[config.mk]
export PLATFORM = sky130hd
export DESIGN_NAME = io_exec_unit_flat
export DESIGN_NICKNAME = d
export VERILOG_FILES = /design/src/rtl/io_exec_unit_if.sv /design/src/rtl/io_exec_unit.sv /design/src/flat_wrapper.sv
export SDC_FILE = /design/constraint.sdc
export NUM_CORES = 1
export LEC_CHECK = 0
export BUFFER_PORTS_ARGS = -buffer_cell sky130_fd_sc_hd__buf_2
export CAP_MARGIN = 10
export CORE_UTILIZATION = 30
export CTS_CLUSTER_DIAMETER = 30
export DETAILED_ROUTE_END_ITERATION = 6
export GPL_ROUTABILITY_DRIVEN = 0
export PLACE_DENSITY = 0.5
export SYNTH_ARGS = -nofsm -noshare
export SYNTH_HDL_FRONTEND = slang
export SYNTH_SLANG_ARGS = --single-unit
[constraint.sdc]
create_clock -name clock -period 2.6 [get_ports clock]
set_input_delay 0.26 -clock clock [delete_from_list [all_inputs] [get_ports clock]]
set_output_delay 0.26 -clock clock [all_outputs]
set_load 0.01 [all_outputs]
[src/rtl/io_exec_unit_if.sv]
// io_exec_unit_if: issue, memory and writeback/flush bundle around io_exec_unit.
//   master : the execution unit (consumes issue, masters the memory bus,
//            drives writeback).
//   slave  : its environment (issue queue / regfile read, memory, ROB, flush).
interface io_exec_unit_if #(
  parameter int XLEN    = 64,
  parameter int PREG_W  = 7,
  parameter int ROB_LOG = 6
);
  // issue side
  logic               issue_valid;
  logic               issue_ready;
  logic [XLEN-1:0]    issue_src1;
  logic [XLEN-1:0]    issue_src2;
  logic [XLEN-1:0]    issue_imm;
  logic [PREG_W-1:0]  issue_prd;
  logic               issue_need_to_wb;
  logic               issue_is_load;
  logic               issue_is_store;
  logic [3:0]         issue_ls_size;
  logic               issue_is_unsigned;
  logic               issue_robidx_flag;
  logic [ROB_LOG-1:0] issue_robidx;
  // memory bus
  logic               mem_req_valid;
  logic               mem_req_ready;
  logic [XLEN-1:0]    mem_req_addr;
  logic               mem_req_wen;
  logic [XLEN-1:0]    mem_req_wdata;
  logic [7:0]         mem_req_wmask;
  logic               mem_resp_valid;
  logic [XLEN-1:0]    mem_resp_data;
  // writeback / wakeup
  logic               wb_valid;
  logic               wb_need_to_wb;
  logic [PREG_W-1:0]  wb_prd;
  logic [XLEN-1:0]    wb_data;
  logic               wb_robidx_flag;
  logic [ROB_LOG-1:0] wb_robidx;
  // redirect flush
  logic               flush_valid;
  logic               flush_robidx_flag;
  logic [ROB_LOG-1:0] flush_robidx;

  modport master (
    input  issue_valid, issue_src1, issue_src2, issue_imm, issue_prd,
           issue_need_to_wb, issue_is_load, issue_is_store, issue_ls_size,
           issue_is_unsigned, issue_robidx_flag, issue_robidx,
    output issue_ready,
    output mem_req_valid, mem_req_addr, mem_req_wen, mem_req_wdata, mem_req_wmask,
    input  mem_req_ready, mem_resp_valid, mem_resp_data,
    output wb_valid, wb_need_to_wb, wb_prd, wb_data, wb_robidx_flag, wb_robidx,
    input  flush_valid, flush_robidx_flag, flush_robidx
  );

  modport slave (
    output issue_valid, issue_src1, issue_src2, issue_imm, issue_prd,
           issue_need_to_wb, issue_is_load, issue_is_store, issue_ls_size,
           issue_is_unsigned, issue_robidx_flag, issue_robidx,
    input  issue_ready,
    input  mem_req_valid, mem_req_addr, mem_req_wen, mem_req_wdata, mem_req_wmask,
    output mem_req_ready, mem_resp_valid, mem_resp_data,
    input  wb_valid, wb_need_to_wb, wb_prd, wb_data, wb_robidx_flag, wb_robidx,
    output flush_valid, flush_robidx_flag, flush_robidx
  );
endinterface

[src/rtl/io_exec_unit.sv]
// io_exec_unit: blocking, single-outstanding load/store execution unit.
// Takes one issued memory op, performs one aligned 8-byte access on the
// req/resp bus, and pulses one writeback/wakeup.
// Ports:
//   clock, reset_n : clock, async active-low reset
//   bus (master)   : issue dequeue, memory req/resp, writeback, flush
module io_exec_unit #(
  parameter int XLEN    = 64,
  parameter int PREG_W  = 7,
  parameter int ROB_LOG = 6
) (
  input  logic          clock,
  input  logic          reset_n,
  io_exec_unit_if.master bus
);

  localparam logic [1:0] IDLE  = 2'd0;
  localparam logic [1:0] REQ   = 2'd1;
  localparam logic [1:0] WAIT  = 2'd2;
  localparam logic [1:0] DRAIN = 2'd3;

  typedef struct packed {
    logic [XLEN-1:0]    addr;   // full byte address; low 3 bits = lane offset
    logic [XLEN-1:0]    wdata;  // lane-shifted store data
    logic [7:0]         wmask;
    logic [3:0]         size;
    logic               uns;
    logic               is_load;
    logic               is_store;
    logic               need_wb;
    logic [PREG_W-1:0]  prd;
    logic               rob_flag;
    logic [ROB_LOG-1:0] rob_idx;
  } op_t;

  logic [1:0]      state;
  op_t             op, op_new;
  logic            kill_new, kill_held, accept;
  logic [XLEN-1:0] addr_new;
  logic [7:0]      smask_new;
  logic [5:0]      sh_new, sh_held;
  logic [XLEN-1:0] raw, ld_data;

  // Younger-than test shared with the issue queue: a flush kills anything
  // whose ROB index lies after the flush point, wrap flag included.
  assign kill_new  = bus.flush_valid &
                     ((bus.flush_robidx_flag ^ bus.issue_robidx_flag) ^
                      (bus.flush_robidx < bus.issue_robidx));
  assign kill_held = bus.flush_valid &
                     ((bus.flush_robidx_flag ^ op.rob_flag) ^
                      (bus.flush_robidx < op.rob_idx));

  assign accept = bus.issue_valid & (state == IDLE) & ~kill_new;

  always_comb begin
    addr_new = bus.issue_src1 + bus.issue_imm;
    sh_new   = {addr_new[2:0], 3'b000};
    case (bus.issue_ls_size)
      4'b0001: smask_new = 8'h01;
      4'b0010: smask_new = 8'h03;
      4'b0100: smask_new = 8'h0F;
      default: smask_new = 8'hFF;
    endcase
    op_new.addr     = addr_new;
    op_new.wdata    = bus.issue_src2 << sh_new;
    // access is guaranteed to fit the line, so bits shifted out are never live
    op_new.wmask    = smask_new << addr_new[2:0];
    op_new.size     = bus.issue_ls_size;
    op_new.uns      = bus.issue_is_unsigned;
    op_new.is_load  = bus.issue_is_load;
    op_new.is_store = bus.issue_is_store;
    op_new.need_wb  = bus.issue_need_to_wb;
    op_new.prd      = bus.issue_prd;
    op_new.rob_flag = bus.issue_robidx_flag;
    op_new.rob_idx  = bus.issue_robidx;
  end

  // load lane extraction + extension
  assign sh_held = {op.addr[2:0], 3'b000};
  assign raw     = bus.mem_resp_data >> sh_held;

  always_comb begin
    case (op.size)
      4'b0001: ld_data = op.uns ? {{(XLEN-8){1'b0}}, raw[7:0]}
                                : {{(XLEN-8){raw[7]}}, raw[7:0]};
      4'b0010: ld_data = op.uns ? {{(XLEN-16){1'b0}}, raw[15:0]}
                                : {{(XLEN-16){raw[15]}}, raw[15:0]};
      4'b0100: ld_data = op.uns ? {{(XLEN-32){1'b0}}, raw[31:0]}
                                : {{(XLEN-32){raw[31]}}, raw[31:0]};
      default: ld_data = raw;
    endcase
  end

  always_ff @(posedge clock or negedge reset_n) begin
    if (!reset_n) begin
      state              <= IDLE;
      op                 <= '0;
      bus.wb_valid       <= 1'b0;
      bus.wb_need_to_wb  <= 1'b0;
      bus.wb_prd         <= '0;
      bus.wb_data        <= '0;
      bus.wb_robidx_flag <= 1'b0;
      bus.wb_robidx      <= '0;
    end else begin
      bus.wb_valid <= 1'b0;
      case (state)
        IDLE: if (accept) begin
          op    <= op_new;
          state <= REQ;
        end
        REQ: begin
          // killed before handshake: withdraw; killed at handshake: the
          // access is on the bus, so its response must still be swallowed
          if (kill_held)              state <= bus.mem_req_ready ? DRAIN : IDLE;
          else if (bus.mem_req_ready) state <= WAIT;
        end
        WAIT: begin
          if (bus.mem_resp_valid) begin
            state <= IDLE;
            if (!kill_held) begin
              bus.wb_valid       <= 1'b1;
              bus.wb_need_to_wb  <= op.need_wb & op.is_load;
              bus.wb_prd         <= op.prd;
              bus.wb_data        <= op.is_load ? ld_data : '0;
              bus.wb_robidx_flag <= op.rob_flag;
              bus.wb_robidx      <= op.rob_idx;
            end
          end else if (kill_held) begin
            state <= DRAIN;
          end
        end
        DRAIN: if (bus.mem_resp_valid) state <= IDLE;
        default: state <= IDLE;
      endcase
    end
  end

  assign bus.issue_ready   = (state == IDLE);
  assign bus.mem_req_valid = (state == REQ);
  assign bus.mem_req_addr  = {op.addr[XLEN-1:3], 3'b000};
  assign bus.mem_req_wen   = op.is_store;
  assign bus.mem_req_wdata = op.wdata;
  assign bus.mem_req_wmask = op.wmask;

endmodule

[src/flat_wrapper.sv]
// flat-port wrapper written by rule: the top's interface ports become plain ports
module io_exec_unit_flat 
#(
  parameter int XLEN    = 64,
  parameter int PREG_W  = 7,
  parameter int ROB_LOG = 6
)
  (clock, reset_n, bus_issue_valid, bus_issue_src1, bus_issue_src2, bus_issue_imm, bus_issue_prd, bus_issue_need_to_wb, bus_issue_is_load, bus_issue_is_store, bus_issue_ls_size, bus_issue_is_unsigned, bus_issue_robidx_flag, bus_issue_robidx, bus_issue_ready, bus_mem_req_valid, bus_mem_req_addr, bus_mem_req_wen, bus_mem_req_wdata, bus_mem_req_wmask, bus_mem_req_ready, bus_mem_resp_valid, bus_mem_resp_data, bus_wb_valid, bus_wb_need_to_wb, bus_wb_prd, bus_wb_data, bus_wb_robidx_flag, bus_wb_robidx, bus_flush_valid, bus_flush_robidx_flag, bus_flush_robidx);
  io_exec_unit_if #(.XLEN(XLEN), .PREG_W(PREG_W), .ROB_LOG(ROB_LOG)) bus_i ();
  input  logic clock;
  input  logic reset_n;
  input wire logic [$bits(bus_i.issue_valid)-1:0] bus_issue_valid;
  input wire logic [$bits(bus_i.issue_src1)-1:0] bus_issue_src1;
  input wire logic [$bits(bus_i.issue_src2)-1:0] bus_issue_src2;
  input wire logic [$bits(bus_i.issue_imm)-1:0] bus_issue_imm;
  input wire logic [$bits(bus_i.issue_prd)-1:0] bus_issue_prd;
  input wire logic [$bits(bus_i.issue_need_to_wb)-1:0] bus_issue_need_to_wb;
  input wire logic [$bits(bus_i.issue_is_load)-1:0] bus_issue_is_load;
  input wire logic [$bits(bus_i.issue_is_store)-1:0] bus_issue_is_store;
  input wire logic [$bits(bus_i.issue_ls_size)-1:0] bus_issue_ls_size;
  input wire logic [$bits(bus_i.issue_is_unsigned)-1:0] bus_issue_is_unsigned;
  input wire logic [$bits(bus_i.issue_robidx_flag)-1:0] bus_issue_robidx_flag;
  input wire logic [$bits(bus_i.issue_robidx)-1:0] bus_issue_robidx;
  output wire logic [$bits(bus_i.issue_ready)-1:0] bus_issue_ready;
  output wire logic [$bits(bus_i.mem_req_valid)-1:0] bus_mem_req_valid;
  output wire logic [$bits(bus_i.mem_req_addr)-1:0] bus_mem_req_addr;
  output wire logic [$bits(bus_i.mem_req_wen)-1:0] bus_mem_req_wen;
  output wire logic [$bits(bus_i.mem_req_wdata)-1:0] bus_mem_req_wdata;
  output wire logic [$bits(bus_i.mem_req_wmask)-1:0] bus_mem_req_wmask;
  input wire logic [$bits(bus_i.mem_req_ready)-1:0] bus_mem_req_ready;
  input wire logic [$bits(bus_i.mem_resp_valid)-1:0] bus_mem_resp_valid;
  input wire logic [$bits(bus_i.mem_resp_data)-1:0] bus_mem_resp_data;
  output wire logic [$bits(bus_i.wb_valid)-1:0] bus_wb_valid;
  output wire logic [$bits(bus_i.wb_need_to_wb)-1:0] bus_wb_need_to_wb;
  output wire logic [$bits(bus_i.wb_prd)-1:0] bus_wb_prd;
  output wire logic [$bits(bus_i.wb_data)-1:0] bus_wb_data;
  output wire logic [$bits(bus_i.wb_robidx_flag)-1:0] bus_wb_robidx_flag;
  output wire logic [$bits(bus_i.wb_robidx)-1:0] bus_wb_robidx;
  input wire logic [$bits(bus_i.flush_valid)-1:0] bus_flush_valid;
  input wire logic [$bits(bus_i.flush_robidx_flag)-1:0] bus_flush_robidx_flag;
  input wire logic [$bits(bus_i.flush_robidx)-1:0] bus_flush_robidx;
  assign bus_i.issue_valid = bus_issue_valid;
  assign bus_i.issue_src1 = bus_issue_src1;
  assign bus_i.issue_src2 = bus_issue_src2;
  assign bus_i.issue_imm = bus_issue_imm;
  assign bus_i.issue_prd = bus_issue_prd;
  assign bus_i.issue_need_to_wb = bus_issue_need_to_wb;
  assign bus_i.issue_is_load = bus_issue_is_load;
  assign bus_i.issue_is_store = bus_issue_is_store;
  assign bus_i.issue_ls_size = bus_issue_ls_size;
  assign bus_i.issue_is_unsigned = bus_issue_is_unsigned;
  assign bus_i.issue_robidx_flag = bus_issue_robidx_flag;
  assign bus_i.issue_robidx = bus_issue_robidx;
  assign bus_issue_ready = bus_i.issue_ready;
  assign bus_mem_req_valid = bus_i.mem_req_valid;
  assign bus_mem_req_addr = bus_i.mem_req_addr;
  assign bus_mem_req_wen = bus_i.mem_req_wen;
  assign bus_mem_req_wdata = bus_i.mem_req_wdata;
  assign bus_mem_req_wmask = bus_i.mem_req_wmask;
  assign bus_i.mem_req_ready = bus_mem_req_ready;
  assign bus_i.mem_resp_valid = bus_mem_resp_valid;
  assign bus_i.mem_resp_data = bus_mem_resp_data;
  assign bus_wb_valid = bus_i.wb_valid;
  assign bus_wb_need_to_wb = bus_i.wb_need_to_wb;
  assign bus_wb_prd = bus_i.wb_prd;
  assign bus_wb_data = bus_i.wb_data;
  assign bus_wb_robidx_flag = bus_i.wb_robidx_flag;
  assign bus_wb_robidx = bus_i.wb_robidx;
  assign bus_i.flush_valid = bus_flush_valid;
  assign bus_i.flush_robidx_flag = bus_flush_robidx_flag;
  assign bus_i.flush_robidx = bus_flush_robidx;
  io_exec_unit #(.XLEN(XLEN), .PREG_W(PREG_W), .ROB_LOG(ROB_LOG)) u_core (.clock(clock), .reset_n(reset_n), .bus(bus_i));
endmodule
==> out/metrics.cfg <==
[global_route]
grt_pass1_vias=18000
grt_pass1_wl_um=104000
grt_max_degree=79
track_usage_pct=22.4
antenna_found_initial=3
grt.overflow.total=0

[sta]
finalClockSkew_ps=13.8
period_share_pct=103
rsz0062_at_grt=true
max-slew-margin-rel_pct=54.6
fin_tns_setup_ps=-974
setup_viol=40
maxSlewViolCount=0
setup_ws_ps=-78.2
max_freq_mhz=373
finalCriticalPeriod_ps=2680
tightest_slew_ps=681
whs_ps=43.6
hold_violations=0

[detailed_routing]
via_per_inst=5.11
drc=0
drtAntennaViolNets=0
drt_iter0_drc=1205
wl_per_cell_um=20.4
first_pass_iters=5
drt_wl_total_um=72300
vias=18100

[status]
status=finished with violations
failed_checks=setup timing

[final_layout]
drive_gt1_share_pct=38.4
layout.nets=3086
fin_util_pct=44.4
areaGrowthSynthToFinish_pct=45.4

[worst_hold_path]
hp-class=input pin to flip-flop

[power_and_ir_drop]
p_leak_nw=12.6
irDropWorstVdd_uv=532
powerDensity_mw_per_mm2=1110

[cts]
cts_inserted_buffers=76
ctsRootBufferMaster=clkbuf_16
clock-sinks=240
cts_tree=yes
clock_path_buffers=3
cts.clk_slew.worst_paths_ps=40
htree_levels=3
insertion_delay_ps=580

[critical_path]
crit_top_cell=a21o_1
critPathBufInv=2
worst_path_largest_cell_delay_ps=470
cp_cell_sequence=inv_2, ha_4, a21o_1, a21o_1, a21o_1, a21o_1, a21oi_4, xnor2_4, a211o_4, buf_12, mux2_4
cp.required_ps=3060
cp-start-kind=flip-flop
cp_max_fo=8
cp_slowest_cell=a211o_4
setup.worst_path.end_class=flip-flop
critPathTopFamily=compound AO/OA/AOI/OAI gates
crit_arrival_ps=3140
critical_path_class=flip-flop to flip-flop

[synthesis]
ys_ff_latch=240
synth_ff_type=dfrtp_1
synth_edf_count=0
synth_area_leaders=dfrtp_1 (34%), nand2_1 (8.0%), buf_4 (6.2%)
synth_cell_types=83
netlist_area_mm2=0.0177
ys_top_cells_by_count=nand2_1 (378), dfrtp_1 (240), o21ai_0 (207), a21oi_1 (161), buf_4 (147)
synth_top_area_share_pct=34.0
synth_top_cell_by_area=dfrtp_1
synthMostInstantiatedCell=nand2_1
avgSynthCellArea_um2=8.40
syn_inst=2104
ys_async_sr_fraction_pct=100
synth_warnings=0
yosysSeqAreaShare_pct=34.0

[place]
portBuffers=506
place_hpwl_um=53800

[floorplan]
die_area_mm2=0.0599
core_mm2=0.0579
num_rows=88
start_util_pct=30.5
fp.dieW_um=245
die_y_um=245
pin_count=510

[job]
maxCapViolCount=0

final timing paths:
path	slack, ps	from	cells after the start	end
worst max register to register	-80	u_core.op[1]$_DFFE_PN0P_	11	u_core.bus.wb_prd[1]$_DFFE_PN0P_
worst max-delay path	-80	u_core.op[1]$_DFFE_PN0P_	11	u_core.bus.wb_prd[1]$_DFFE_PN0P_
min in group asynchronous	260	reset_n	2	u_core.bus.wb_data[62]$_DFFE_PN0P_
worst min register to register	470	u_core.bus.mem_req_wdata[42]$_DFFE_PN0P_	2	u_core.bus.mem_req_wdata[42]$_DFFE_PN0P_
max in group asynchronous	1480	reset_n	3	u_core.op[5]$_DFFE_PN0P_
worst min-delay path	40	bus_issue_src2[10]	3	u_core.bus.mem_req_wdata[10]$_DFFE_PN0P_
kinds of logic after synthesis:
group	count (synthesis)	share of synthesized area, %
muxes	130	9.32
other	1	0.0212
xor gates and xnor gates	67	3.32
and+or+nand+nor	664	16.3
AOI/OAI and AO/OA	621	21.9
buffers and inverters	307	9.79
adders and majority gates	74	5.28
DFF	240	34.0
cell usage in the layout (no fill, tap or decap), types with 17 or more instances in the layout:
master	count
xor2_1	29
o21ai_0	180
xnor2_1	35
inv_1	25
buf_4	234
ha_1	70
a21o_1	58
o21bai_1	17
nand2b_1	22
nand2_1	358
nand4_1	22
o21ai_1	31
mux2i_1	68
nand3_1	41
dfrtp_1	238
nor2_1	117
buf_2	505
o31ai_4	24
buf_12	17
dlygate4sd3_1	33
clkbuf_1	20
mux4_2	24
nor3_1	17
a211oi_1	29
a21oi_1	159
mux2_2	32
a31oi_1	23
clkbuf_16	91
nor2b_1	26
stage by stage:
step	total power [mW]	cell area [um^2]	setup slack, ps	std cells
detailed placement	17.8	21700	-628	3341
CTS	27.0	24500	-30.0	3511
finish	28.5	25700	-78.2	3546
global route	30.1	25700	-168	3546
floorplan	13.8	17700	-273	2106
global placement	17.7	21700	-538	3341
report_power, final:
group	internal, mW	switching (mW)	leakage (nW)
clock network	6.27	2.65	1.23
registers	5.36	1.22	3.09
logic	5.41	7.60	8.29
total	17.0	11.5	12.6
registers in the layout (all words and copies together) (netlist names):
register                   cells
u_core.bus.wb_prd              7
u_core.bus.mem_req_addr       61
u_core.bus.wb_robidx_flag      1
u_core.bus.mem_req_wen         1
u_core.bus.wb_valid            1
u_core.bus.wb_need_to_wb       1
u_core.bus.mem_req_wmask       8
u_core.bus.wb_robidx           6
u_core.bus.wb_data            64
u_core.op                     24
u_core.bus.mem_req_wdata      64
u_core.state                   2
routing by layer:
metal	global-route usage (%)	vias up	wire (um)
li1	-	8580	-
met1	27.4	8694	29600
met2	38.5	718	35000
met3	4.99	132	5540
met4	8.03	2	2200
met5	0	-	13
what timing repair did:
action	CTS	global route
endpoints found under the setup margin	62	121
buffers inserted	1	13
hold endpoints to repair	103	0
resized for setup	6	153
pin swaps	1	54
cloned	0	20
hold buffers	33	0
tightest hold or removal path, delay by kind of cell:
family / cells / cell delay, ps
compound gates: 1 / 120
mux: 1 / 90
buf+inv: 1 / 110
final cells by class:
class,instances,area [um^2]
Fill cell,5781,32200
Multi-Input combinational cell,1561,10700
Sequential cell,240,6010
Timing Repair Buffer,816,5470
Clock buffer,113,2240
Tap cell,765,957
Clock inverter,23,250
Inverter,26,97.6
Antenna cell,2,5.00
No activity file was read; power rests on OpenSTA's default activity.
